==> src/rtl/multicycle_control_unit.sv <==
// Multi-cycle MIPS control FSM: sequences FETCH/DECODE/EXEC/MEM/WB, handshakes with
// memory via mem_ready, traps on illegal instructions or memory timeout, counts retirements.
//
// state     | meaning
// ----------+-----------------------------------------------
// IDLE      | post-reset bubble, moves to FETCH
// FETCH     | read instruction at PC, PC += 4 when memory ready
// DECODE    | register read, branch target computed
// MEM_ADDR  | LW/SW effective address
// MEM_READ  | LW data read, waits on mem_ready
// MEM_WB    | LW write-back from MDR
// MEM_WRITE | SW data write, waits on mem_ready
// R_EXEC    | R-type ALU operation
// R_WB      | R-type write-back to rd
// ADDI_EXEC | ADDI ALU operation
// ADDI_WB   | ADDI write-back to rt
// BRANCH    | BEQ compare and conditional PC load
// JUMP      | J target PC load
// TRAP      | halted until reset
module multicycle_control_unit #(
    parameter int MEM_TIMEOUT = 16,
    parameter int COUNT_W     = 32
) (
    input  logic               clk,
    input  logic               rst_n,
    input  logic [5:0]         op_in,
    input  logic [5:0]         func_in,
    input  logic               mem_ready,
    output logic               pc_write,
    output logic               pc_write_cond,
    output logic               i_or_d,
    output logic               mem_read,
    output logic               mem_write,
    output logic               ir_write,
    output logic               mem_to_reg,
    output logic               reg_dst,
    output logic               reg_write,
    output logic               alu_src_a,
    output logic [1:0]         alu_src_b,
    output logic [1:0]         alu_op,
    output logic [1:0]         pc_source,
    output logic               instr_done,
    output logic [COUNT_W-1:0] instr_count,
    output logic               trap,
    output logic [1:0]         trap_cause
);

    localparam logic [3:0] S_IDLE      = 4'd0;
    localparam logic [3:0] S_FETCH     = 4'd1;
    localparam logic [3:0] S_DECODE    = 4'd2;
    localparam logic [3:0] S_MEM_ADDR  = 4'd3;
    localparam logic [3:0] S_MEM_READ  = 4'd4;
    localparam logic [3:0] S_MEM_WB    = 4'd5;
    localparam logic [3:0] S_MEM_WRITE = 4'd6;
    localparam logic [3:0] S_R_EXEC    = 4'd7;
    localparam logic [3:0] S_R_WB      = 4'd8;
    localparam logic [3:0] S_ADDI_EXEC = 4'd9;
    localparam logic [3:0] S_ADDI_WB   = 4'd10;
    localparam logic [3:0] S_BRANCH    = 4'd11;
    localparam logic [3:0] S_JUMP      = 4'd12;
    localparam logic [3:0] S_TRAP      = 4'd13;

    localparam logic [5:0] OP_RTYPE = 6'b000000;
    localparam logic [5:0] OP_LW    = 6'b100011;
    localparam logic [5:0] OP_SW    = 6'b101011;
    localparam logic [5:0] OP_ADDI  = 6'b001000;
    localparam logic [5:0] OP_BEQ   = 6'b000100;
    localparam logic [5:0] OP_J     = 6'b000010;

    localparam logic [1:0] CAUSE_ILLEGAL = 2'b01;
    localparam logic [1:0] CAUSE_TIMEOUT = 2'b10;

    localparam int              WAIT_W     = (MEM_TIMEOUT > 1) ? $clog2(MEM_TIMEOUT) : 1;
    localparam logic [WAIT_W-1:0] WAIT_LAST = WAIT_W'((MEM_TIMEOUT > 0) ? MEM_TIMEOUT - 1 : 0);
    localparam bit              TIMEOUT_EN = (MEM_TIMEOUT > 0);

    logic [3:0]         state_q, state_d;
    logic [WAIT_W-1:0]  wait_cnt_q, wait_cnt_d;
    logic [COUNT_W-1:0] count_q, count_d;
    logic               trap_q, trap_d;
    logic [1:0]         cause_q, cause_d;
    logic               retire;
    logic               timeout_hit;
    logic               mem_state;
    logic               r_func_ok;

    assign timeout_hit = TIMEOUT_EN && !mem_ready && (wait_cnt_q == WAIT_LAST);
    assign mem_state   = (state_q == S_FETCH) || (state_q == S_MEM_READ) || (state_q == S_MEM_WRITE);

    always_comb begin
        unique case (func_in)
            6'b100000, 6'b100010, 6'b100100, 6'b100101, 6'b101010: r_func_ok = 1'b1;
            default:                                               r_func_ok = 1'b0;
        endcase
    end

    always_comb begin
        state_d = state_q;
        trap_d  = trap_q;
        cause_d = cause_q;
        retire  = 1'b0;
        case (state_q)
            S_IDLE:   state_d = S_FETCH;
            S_FETCH: begin
                if (mem_ready) begin
                    state_d = S_DECODE;
                end else if (timeout_hit) begin
                    state_d = S_TRAP;
                    trap_d  = 1'b1;
                    cause_d = CAUSE_TIMEOUT;
                end
            end
            S_DECODE: begin
                case (op_in)
                    OP_LW, OP_SW: state_d = S_MEM_ADDR;
                    OP_ADDI:      state_d = S_ADDI_EXEC;
                    OP_BEQ:       state_d = S_BRANCH;
                    OP_J:         state_d = S_JUMP;
                    OP_RTYPE: begin
                        if (func_in == 6'b000000) begin
                            state_d = S_FETCH;
                            retire  = 1'b1;
                        end else if (r_func_ok) begin
                            state_d = S_R_EXEC;
                        end else begin
                            state_d = S_TRAP;
                            trap_d  = 1'b1;
                            cause_d = CAUSE_ILLEGAL;
                        end
                    end
                    default: begin
                        state_d = S_TRAP;
                        trap_d  = 1'b1;
                        cause_d = CAUSE_ILLEGAL;
                    end
                endcase
            end
            S_MEM_ADDR: state_d = (op_in == OP_LW) ? S_MEM_READ : S_MEM_WRITE;
            S_MEM_READ: begin
                if (mem_ready) begin
                    state_d = S_MEM_WB;
                end else if (timeout_hit) begin
                    state_d = S_TRAP;
                    trap_d  = 1'b1;
                    cause_d = CAUSE_TIMEOUT;
                end
            end
            S_MEM_WRITE: begin
                if (mem_ready) begin
                    state_d = S_FETCH;
                    retire  = 1'b1;
                end else if (timeout_hit) begin
                    state_d = S_TRAP;
                    trap_d  = 1'b1;
                    cause_d = CAUSE_TIMEOUT;
                end
            end
            S_MEM_WB, S_R_WB, S_ADDI_WB, S_BRANCH, S_JUMP: begin
                state_d = S_FETCH;
                retire  = 1'b1;
            end
            S_R_EXEC:    state_d = S_R_WB;
            S_ADDI_EXEC: state_d = S_ADDI_WB;
            S_TRAP:      state_d = S_TRAP;
            default:     state_d = S_IDLE;
        endcase
    end

    // Wait counter only runs while a memory state keeps waiting; any transition clears it.
    assign wait_cnt_d = (mem_state && !mem_ready && (state_d == state_q))
                        ? wait_cnt_q + WAIT_W'(1) : '0;
    assign count_d    = retire ? count_q + COUNT_W'(1) : count_q;

    always_ff @(posedge clk or negedge rst_n) begin
        if (!rst_n) begin
            state_q    <= S_IDLE;
            wait_cnt_q <= '0;
            count_q    <= '0;
            trap_q     <= 1'b0;
            cause_q    <= 2'b00;
        end else begin
            state_q    <= state_d;
            wait_cnt_q <= wait_cnt_d;
            count_q    <= count_d;
            trap_q     <= trap_d;
            cause_q    <= cause_d;
        end
    end

    always_comb begin
        pc_write      = 1'b0;
        pc_write_cond = 1'b0;
        i_or_d        = 1'b0;
        mem_read      = 1'b0;
        mem_write     = 1'b0;
        ir_write      = 1'b0;
        mem_to_reg    = 1'b0;
        reg_dst       = 1'b0;
        reg_write     = 1'b0;
        alu_src_a     = 1'b0;
        alu_src_b     = 2'b00;
        alu_op        = 2'b00;
        pc_source     = 2'b00;
        case (state_q)
            S_FETCH: begin
                mem_read  = 1'b1;
                alu_src_b = 2'b01;
                ir_write  = mem_ready;
                pc_write  = mem_ready;
            end
            S_DECODE: alu_src_b = 2'b11;
            S_MEM_ADDR, S_ADDI_EXEC: begin
                alu_src_a = 1'b1;
                alu_src_b = 2'b10;
            end
            S_MEM_READ: begin
                mem_read = 1'b1;
                i_or_d   = 1'b1;
            end
            S_MEM_WB: begin
                reg_write  = 1'b1;
                mem_to_reg = 1'b1;
            end
            S_MEM_WRITE: begin
                mem_write = 1'b1;
                i_or_d    = 1'b1;
            end
            S_R_EXEC: begin
                alu_src_a = 1'b1;
                alu_op    = 2'b10;
            end
            S_R_WB: begin
                reg_write = 1'b1;
                reg_dst   = 1'b1;
            end
            S_ADDI_WB: reg_write = 1'b1;
            S_BRANCH: begin
                alu_src_a     = 1'b1;
                alu_op        = 2'b01;
                pc_write_cond = 1'b1;
                pc_source     = 2'b01;
            end
            S_JUMP: begin
                pc_write  = 1'b1;
                pc_source = 2'b10;
            end
            default: ;
        endcase
    end

    assign instr_done  = retire;
    assign instr_count = count_q;
    assign trap        = trap_q;
    assign trap_cause  = cause_q;

endmodule

==> config.mk <==
export PLATFORM = sky130hd
export DESIGN_NAME = multicycle_control_unit
export DESIGN_NICKNAME = d
export VERILOG_FILES = /design/src/rtl/multicycle_control_unit.sv
export SDC_FILE = /design/constraint.sdc
export NUM_CORES = 1
export LEC_CHECK = 0
export CORE_UTILIZATION = 50
export DETAILED_ROUTE_END_ITERATION = 8
export GPL_TIMING_DRIVEN = 1
export PLACE_DENSITY_LB_ADDON = 0.05
export SLEW_MARGIN = 20
export SYNTH_ARGS = -nofsm -noshare
export SYNTH_HDL_FRONTEND = slang
export SYNTH_SLANG_ARGS = --single-unit
==> constraint.sdc <==
create_clock -name clk -period 2.4 [get_ports clk]
set_clock_uncertainty 0.05 [all_clocks]
set_input_delay 0.48 -clock clk [delete_from_list [all_inputs] [get_ports clk]]
set_output_delay 0.48 -clock clk [all_outputs]
set_load 0.005 [all_outputs]
-- Word level (Yosys, flattened, before mapping)
Index checks and enable logic that the tools add are counted.
- add/subtract/negate cells: 2
- multiply operators: 0
- divide/modulo/power cells: 0
- $lt $le $gt $ge: 0
- equal/unequal tests: 30
- shifts and indexed selects: 0
- muxes and demuxes: 40
- bitwise operators: 0
- reduce and logical (&&, ||, !) cells: 22
- operator list (cell ; count):
    equality test 6 bit, second input constant ; 7
    case mux 4 bit (9 select lines) ; 1
    adder 32 x 1 -> 32 bit, second input constant ; 1
    equality test 4 bit, second input constant ; 7
    2-to-1 mux 4 bit ; 7
    case mux 4 bit (5 select lines) ; 1
    2-to-1 mux 1 bit ; 17
    equality test 4 x 3 -> 1 bit, second input constant ; 4
    case mux 2 bit (2 select lines) ; 4
    OR reduction 5 bit ; 3
    zero test 6 bit ; 2
    2-to-1 mux 2 bit ; 5
    equality test 4 x 2 -> 1 bit, second input constant ; 2
    OR reduction 2 bit ; 4
    equality test 6 x 2 -> 1 bit, second input constant ; 1
    equality test 6 x 3 -> 1 bit, second input constant ; 1
    equality test 6 x 4 -> 1 bit, second input constant ; 1
    != test 3 bit, second input constant ; 2
    case mux 1 bit (2 select lines) ; 3
    case mux 2 bit (3 select lines) ; 1
    AND reduction 6 bit ; 1
    OR reduction 3 bit ; 2
    OR reduction 6 bit ; 1
    adder 4 x 1 -> 4 bit, second input constant ; 1
    11 further kinds ; 15
- register bits: 43
- latch bits: 0
- bits in writable memories: 0
- memory bits (read-only): 0
- word-level logic and storage cells: 99
- memories kept: 0

-- Logic depth before layout (Yosys ltp)
Gate-level depths: netlist (run 1).
- word-level depth: 10
- mapped depth: 8

-- Worst setup path after synthesis (run 1)
OpenSTA, ideal clock, no wires.
- kind: reg2out
- start point: register state_q[0]
- end point: output port instr_done
- arrival: 1488 ps
- setup slack: 382 ps
- stages on the path, launching flop included: 6
- path through: dfrtp_1 buf_2 nand2b_1 or3_1 o211ai_2 buf_2
- word-level cells in the longest chain between the ends: 3
- elaborated cells on any way between the ends: 9
- classes of those cells: eq/ne: 7; mux: 1; reduce/logical: 1
- RTL lines (element ; RTL line ; source):
    from (decl) ; 77 ; logic [3:0] state_q, state_d;
    from (signal assigned) ; 182 ; state_q <= state_d;
    equality test 4 bit or equality test 4 x 3 -> 1 bit (tied branches) ; 102 ; case (state_q)
    OR reduction 5 bit ; 102 ;
    case mux 1 bit (3 select lines) (*) ; 102 ;
    to (decl) ; 42 ; output logic instr_done,
Every way passes the cells marked *; elsewhere a longest branch is shown, timed or not.

-- Worst setup path in the final report (run 1)
- start point: input port op_in[0]
- end point: register state_q[2]
- word-level cells in the longest chain between the ends: 4
- elaborated cells on any way between the ends: 9
- classes of those cells: eq/ne: 5; mux: 2; reduce/logical: 2
- RTL lines (element ; RTL line ; source):
    from (decl) ; 26 ; input logic [5:0] op_in,
    equality test 6 bit ; 114 ; case (op_in)
    OR reduction 2 bit ; n/a ;
    case mux 4 bit (5 select lines) (*) ; 114 ;
    case mux 4 bit (9 select lines) (*) ; 102 ;
    net state_d[2] ; 77 ;
Mark *: on every way through the listed nets, which the timed path passes. The rest lies on a longest branch.
A chain may end at the register's enable or synchronous reset.

==> impl_metrics.yaml, run 1 <==
status:
  status: "complete, no violations"
pwr:
  combPwrFrac_pct: 52.1
  swShare_pct: 39.6
  p_sw_mw: 1.28
  max-vdd-ir-drop_uv: 564
  intPower_mw: 1.95
  p_leak_nw: 1.59
  seq_power_share_pct: 29.8
  pwr-share-clk_pct: 18.1
  cellPowerDensity_nw_per_um2: 851
final_layout:
  area_growth_pct: 40.3
  layout.nets: 411
  diodes: 0
  stdcell_area_um2: 3790
  fillers: 420
  drive_gt1_share_pct: 16.7
synthesis:
  yosysMostFrequentCell: "dfrtp_1"
  async_reset_ff_share_pct: 100
  synth_top_family_by_area: "simple AND/OR/NAND/NOR gates"
  synth_edf_count: 0
  netlist_area_um2: 2700
  synth_xor_area_share_pct: 10.7
  synth_top_cell_by_area: "dfrtp_1"
  yosys.area_share.simple_pct: 31.5
  synth-seq-cells: 43
  synthTopCellsByCount: "43 x dfrtp_1, 31 x nand4_1, 31 x xnor2_1"
  synthTopCellsByArea: "dfrtp_1 40%, xnor2_1 10%, nand4_1 7.2%, nor2_1 4.2%, nand2_1 3.3%"
  synth.distinct_cells: 57
  synthMuxAreaShare_pct: 0.788
  syn_nets: 325
  synth_area_per_cell_um2: 8.77
  netlist_instances: 308
  synth_adder_area_share_pct: 0.927
  synth_top_area_share_pct: 39.9
  ys.warnings.count: 0
  synth_compound_area_share_pct: 9.96
  ys.flop_type: "dfrtp_1"
  ys_seq_area_share_pct: 39.9
worst_setup_path:
  cp-end-kind: "flop"
  critPathArrivalTime_ns: 2.47
  crit_type: "input port to flop"
  critical_path_required_ns: 2.51
  startpoint_type: "input port"
  cp_max_fo: 5
routing:
  drt-met1-wl_um: 3330
  ant_nets: 0
  wire_per_inst_um: 15.4
  wl_um: 7160
  drt_iter0_drc: 206
  vias_per_cell: 5.74
  via_count: 2667
  maxUsedRoutingLayer: "met4"
  met2_length_um: 3420
  drcViolationCount: 0
  first_pass_iters: 4
  route.met3.wl_um: 352
timing:
  tightest_slew_ns: 0.507
  fmax_mhz: 424
  setup_viol: 0
  fin_crit_ns: 2.36
  slew_headroom_pct: 66.2
  setup_slack_ns: 0.0396
  min_period_over_period_pct: 98.4
  hold_viol_final: 0
  drv_slew: 0
  setup-tns-final_ns: 0
floorplan:
  row_count: 26
  io_pins: 67
  start_util_pct: 52.5
  die_x_um: 75.5
  core_um2: 5140
  dieArea_um2: 5700
  die_height_um: 75.5
job:
  max_cap_viol_count: 0
placed_design:
  placed_area_um2: 3540
  portBuffers: 66
  place_congestion: 0.898
  pre_cts_ws_ns: -0.344
  dp_hpwl_um: 4870
clock_tree:
  clk_pin_slew_worst_paths_ns: 0.08
  root_buffer: "clkbuf_8"
  insertion_delay_ns: 0.30
  cts_tree: "done"
  ctsHtreeMaxLevel: 2
  cts_buffer_depth: 2
  cts_num_sinks: 43
  cts_buffers: 5
global_routing:
  antenna_found_initial: 0
  grt_usage_pct: 25.7
  grt-ovfl-total: 0
  grt_max_degree: 33
  grt_first_pass_wirelength_um: 11100
  grt_pass1_vias: 2331
min_path:
  min_path_type: "input port to async pin"
-- cell usage in the layout, fill, tap and decap left out, types with 3 or more instances in the layout --
cell / instances
a21oi_1: 6
a211oi_1: 3
o21ai_0: 5
xnor2_1: 31
nand4_1: 31
buf_2: 3
nand3_1: 14
nand2_1: 24
inv_1: 9
nor3_1: 17
o22ai_1: 3
buf_4: 33
clkdlybuf4s50_1: 53
dfrtp_1: 43
clkbuf_8: 6
dlymetal6s2s_1: 10
nor4_1: 7
buf_6: 3
nor2_1: 28
or3_1: 3
and2_1: 3
nand2b_1: 4
o211ai_1: 3
a211o_1: 3
-- metal layers --
metal,track usage [%],vias up
li1,-,1294
met1,37.6,1277
met2,38.8,89
met3,5.69,7
met4,6.17,0
met5,0,-
-- worst paths after layout --
check,slack (ns),endpoint,depth (start not counted),from
max,0.04,state_q[2]$_DFF_PN0_,8,op_in[0]
min,0.06,wait_cnt_q[2]$_DFF_PN0_,1,rst_n
max reg2reg,0.27,instr_count[1]$_DFFE_PN0P_,5,state_q[3]$_DFF_PN0_
min reg2reg,0.42,wait_cnt_q[0]$_DFF_PN0_,1,wait_cnt_q[0]$_DFF_PN0_
max in group asynchronous,1.69,instr_count[0]$_DFFE_PN0P_,2,rst_n
min in group clk,0.42,wait_cnt_q[0]$_DFF_PN0_,1,wait_cnt_q[0]$_DFF_PN0_
-- power groups by stage --
stage	Sequential, mW	Combinational [mW]	Clock [mW]
after floorplan	0.925	0.887	0
after global placement	0.961	1.50	0
after detailed placement	0.962	1.51	0
after CTS	0.953	1.54	0.587
after global routing	0.978	1.82	0.625
final	0.961	1.68	0.585
-- area by class of cell --
type / instances / area, µm² / share of cell area (%)
sequential: 43 / 1080 / 28.4
timing repair buffer: 103 / 961 / 25.4
inverter: 10 / 37.5 / 0.991
tap: 70 / 87.6 / 2.31
clock buffer: 6 / 82.6 / 2.18
multi-input combinational: 231 / 1510 / 39.8
clock inverter: 2 / 35.0 / 0.925
-- state kept, by name (all words and copies together) (netlist names) --
| name | cells |
|---|---|
| instr_count | 32 |
| state_q | 4 |
| trap | 1 |
| trap_cause | 2 |
| wait_cnt_q | 4 |
-- critical path: stages --
cell and delay, ns:
clkdlybuf4s50_1 0.45, buf_4 0.17, or4_1 0.55, buf_4 0.16, nor2_1 0.11, o2bb2ai_1 0.08, a211oi_1 0.33, o22ai_1 0.14
-- cells by family after synthesis --
kind of cell               Yosys count
AOI/OAI and AO/OA                   38
xor gates and xnor gates            33
adders and majority gates            2
buffers and inverters               34
DFF                                 43
muxes                                2
and+or+nand+nor                    156
-- per-stage QoR --
| stage | utilization (%) | power, mW | hold slack [ns] | instances |
|---|---|---|---|---|
| after global placement | 68.9 | 2.46 | 0.392 | 451 |
| after CTS | 71.8 | 3.08 | 0.0747 | 459 |
| after global routing | 73.7 | 3.42 | 0.0798 | 465 |
| after detailed placement | 68.9 | 2.47 | 0.394 | 451 |
| final | 73.7 | 3.22 | 0.0610 | 465 |
| after floorplan | - | 1.81 | 0.134 | 308 |
-- repair_timing --
item / CTS / global route
gates cloned: 0 / 1
hold buffers: 0 / 0
buffers inserted: 0 / 5
pin swaps: 2 / 3
gates resized for setup: 10 / 21
endpoints found under the setup margin: 6 / 39
No activity file was read; power rests on OpenSTA's default activity.
==> run 2, diff against run 1 <==
--- a/config.mk
+++ b/config.mk
@@ -5,7 +5,8 @@
 export SDC_FILE = /design/constraint.sdc
 export NUM_CORES = 1
 export LEC_CHECK = 0
-export CORE_UTILIZATION = 50
+export CORE_UTILIZATION = 51
+export CTS_BUF_LIST = sky130_fd_sc_hd__clkbuf_4 sky130_fd_sc_hd__clkbuf_8
 export DETAILED_ROUTE_END_ITERATION = 8
 export GPL_TIMING_DRIVEN = 1
 export PLACE_DENSITY_LB_ADDON = 0.05
==> run 2 against run 1 <==
  * Utilization is 1.0 points lower
  * Die area shrank 1.9%
  * Global-route usage decreased by 0.15 points
  * Maximum frequency is 0.40% lower
  * Critical path depth shrank 4
  * First-iteration DRC count down 0.97%
  * Flip-flop and latch count unchanged
  * Hold slack better by 0.035 ns
  * Clock power is 5.6% lower
  * Critical endpoint is now pc_write
  * Largest power group unchanged
  * Highest routed layer unchanged
==> impl_metrics.yaml, run 2 (same netlist as run 1, synthesis figures left out) <==
final_layout:
  drive_gt1_share_pct: 14.4
  stdcell_area_um2: 3710
  diodes: 0
  area_growth_pct: 37.5
  layout.nets: 405
  layout_commonest_cell: "clkdlybuf4s50_1"
  final_core_util_pct: 72.7
  multi_input_area_um2: 1500
  seq_area_um2: 1080
  final_cells: 458
  mostFrequentLayoutCells: "57 x clkdlybuf4s50_1, 43 x dfrtp_1, 31 x nand4_1, 31 x xnor2_1"
  largest_reg_flops: 32
  fillers: 415
worst_setup_path:
  critPathMaxStageDelay_ns: 0.51
  crit_path_cell_trace: "clkdlybuf4s50_1 -> nor4b_4 -> or2_2 -> clkdlybuf4s50_1"
  crit_type: "input port to primary output"
  crit_path_top_delay_cell: "clkdlybuf4s50_1"
  critPathBufInv: 2
  startpoint_type: "input port"
  crit_top_cell: "clkdlybuf4s50_1"
  r2r_cells: 5
  cp_max_fo: 3
  reg2reg_slack_ns: 0.30
  crit_family: "buffers and inverters"
  cp-end-kind: "primary output"
  critical_path_required_ns: 1.87
  critPathArrivalTime_ns: 1.84
  cp.depth: 4
pwr:
  combPwrFrac_pct: 51.1
  pwr-share-clk_pct: 17.8
  swShare_pct: 39.3
  intPower_mw: 1.88
  power_mw: 3.09
  cellPowerDensity_nw_per_um2: 832
  p_sw_mw: 1.22
  max-vdd-ir-drop_uv: 594
  p_leak_nw: 1.49
  seq_power_share_pct: 31.0
global_routing:
  grt_first_pass_wirelength_um: 11000
  grt_max_degree: 33
  antenna_found_initial: 0
  grt-ovfl-total: 0
  grt_pass1_vias: 2348
  grt_usage_pct: 25.6
min_path:
  min_path_type: "input port to async pin"
timing:
  fmax_mhz: 422
  slew_headroom_pct: 65.1
  setup-tns-final_ns: 0
  drv_slew: 0
  rsz0062_at_grt: "yes"
  tightest_slew_ns: 0.523
  fin_crit_ns: 2.37
  min_period_over_period_pct: 98.7
  hold_viol_final: 0
  setup_viol: 0
clock_tree:
  cts_tree: "done"
  root_buffer: "clkbuf_8"
  cts_buffer_depth: 2
  ctsHtreeMaxLevel: 2
  insertion_delay_ns: 0.30
  cts_num_sinks: 43
  clk_pin_slew_worst_paths_ns: 0.08
  cts_buffers: 5
  holdBufCountCts: 0
placed_design:
  placed_area_um2: 3540
  place_congestion: 0.827
  portBuffers: 66
  dp_cells: 449
  dp_hpwl_um: 4750
floorplan:
  io_pins: 67
  core_um2: 5110
  die_height_um: 74.8
  row_count: 26
  die_x_um: 74.8
  start_util_pct: 52.9
  dieArea_um2: 5590
routing:
  wl_um: 6720
  vias_per_cell: 5.75
  route.met3.wl_um: 335
  first_pass_iters: 5
  met2_length_um: 3160
  ant_nets: 0
  drt_iter0_drc: 204
  wire_per_inst_um: 14.7
  via_count: 2634
  maxUsedRoutingLayer: "met4"
  drcViolationCount: 0
  drt-met1-wl_um: 3140
job:
  max_cap_viol_count: 0
status:
  status: "complete, no violations"
## run 2: through the flow
step                hold slack [ns]  setup slack, ns
detailed placement            0.409           -0.326
CTS                           0.109          0.00400
global route                  0.134          -0.0425
finish                       0.0959           0.0300
floorplan                     0.134            0.382
global placement              0.405           -0.327
## run 2: worst register-to-register path, cell delays in order, from the launching register on
cell and delay (ns):
dfrtp_1 0.42, buf_4 0.15, or3_1 0.43, o211ai_2 0.21
buf_4 0.35, mux2_2 0.38
## run 2: routing by layer
metal  global-route usage [%]  up-vias
met5                        0        -
met4                     8.18        0
met3                     4.02       10
met2                     36.9       83
met1                     38.9     1267
li1                         -     1274
## run 2: final timing paths
path / from / to
max in group asynchronous: rst_n / instr_count[14]$_DFFE_PN0P_
worst max register to register: state_q[3]$_DFF_PN0_ / instr_count[1]$_DFFE_PN0P_
worst min register to register: wait_cnt_q[0]$_DFF_PN0_ / wait_cnt_q[0]$_DFF_PN0_
min in group clk: wait_cnt_q[0]$_DFF_PN0_ / wait_cnt_q[0]$_DFF_PN0_
worst min-delay path: rst_n / wait_cnt_q[1]$_DFF_PN0_
worst max-delay path: mem_ready / pc_write
## run 2: power by group through the flow
stage	sequential (mW)	combinational (mW)	clock (mW)
floorplan	0.925	0.887	0
global placement	0.965	1.50	0
detailed placement	0.968	1.51	0
CTS	0.958	1.52	0.564
global route	0.972	1.73	0.590
finish	0.959	1.58	0.552
## run 2: timing repair
action                     CTS  global route
gates resized for setup      9            11
setup buffers                1             1
pin swaps                    2             2
setup endpoints to repair    5            13
## run 2: layout make-up
type | count | share of cell area, %
well taps | 70 | 2.36
clock inverters | 1 | 0.809
multi-input cells | 231 | 40.3
inverters | 10 | 1.01
flip-flops and latches | 43 | 29.0
clock buffers | 6 | 2.06
repair buffers | 97 | 24.5
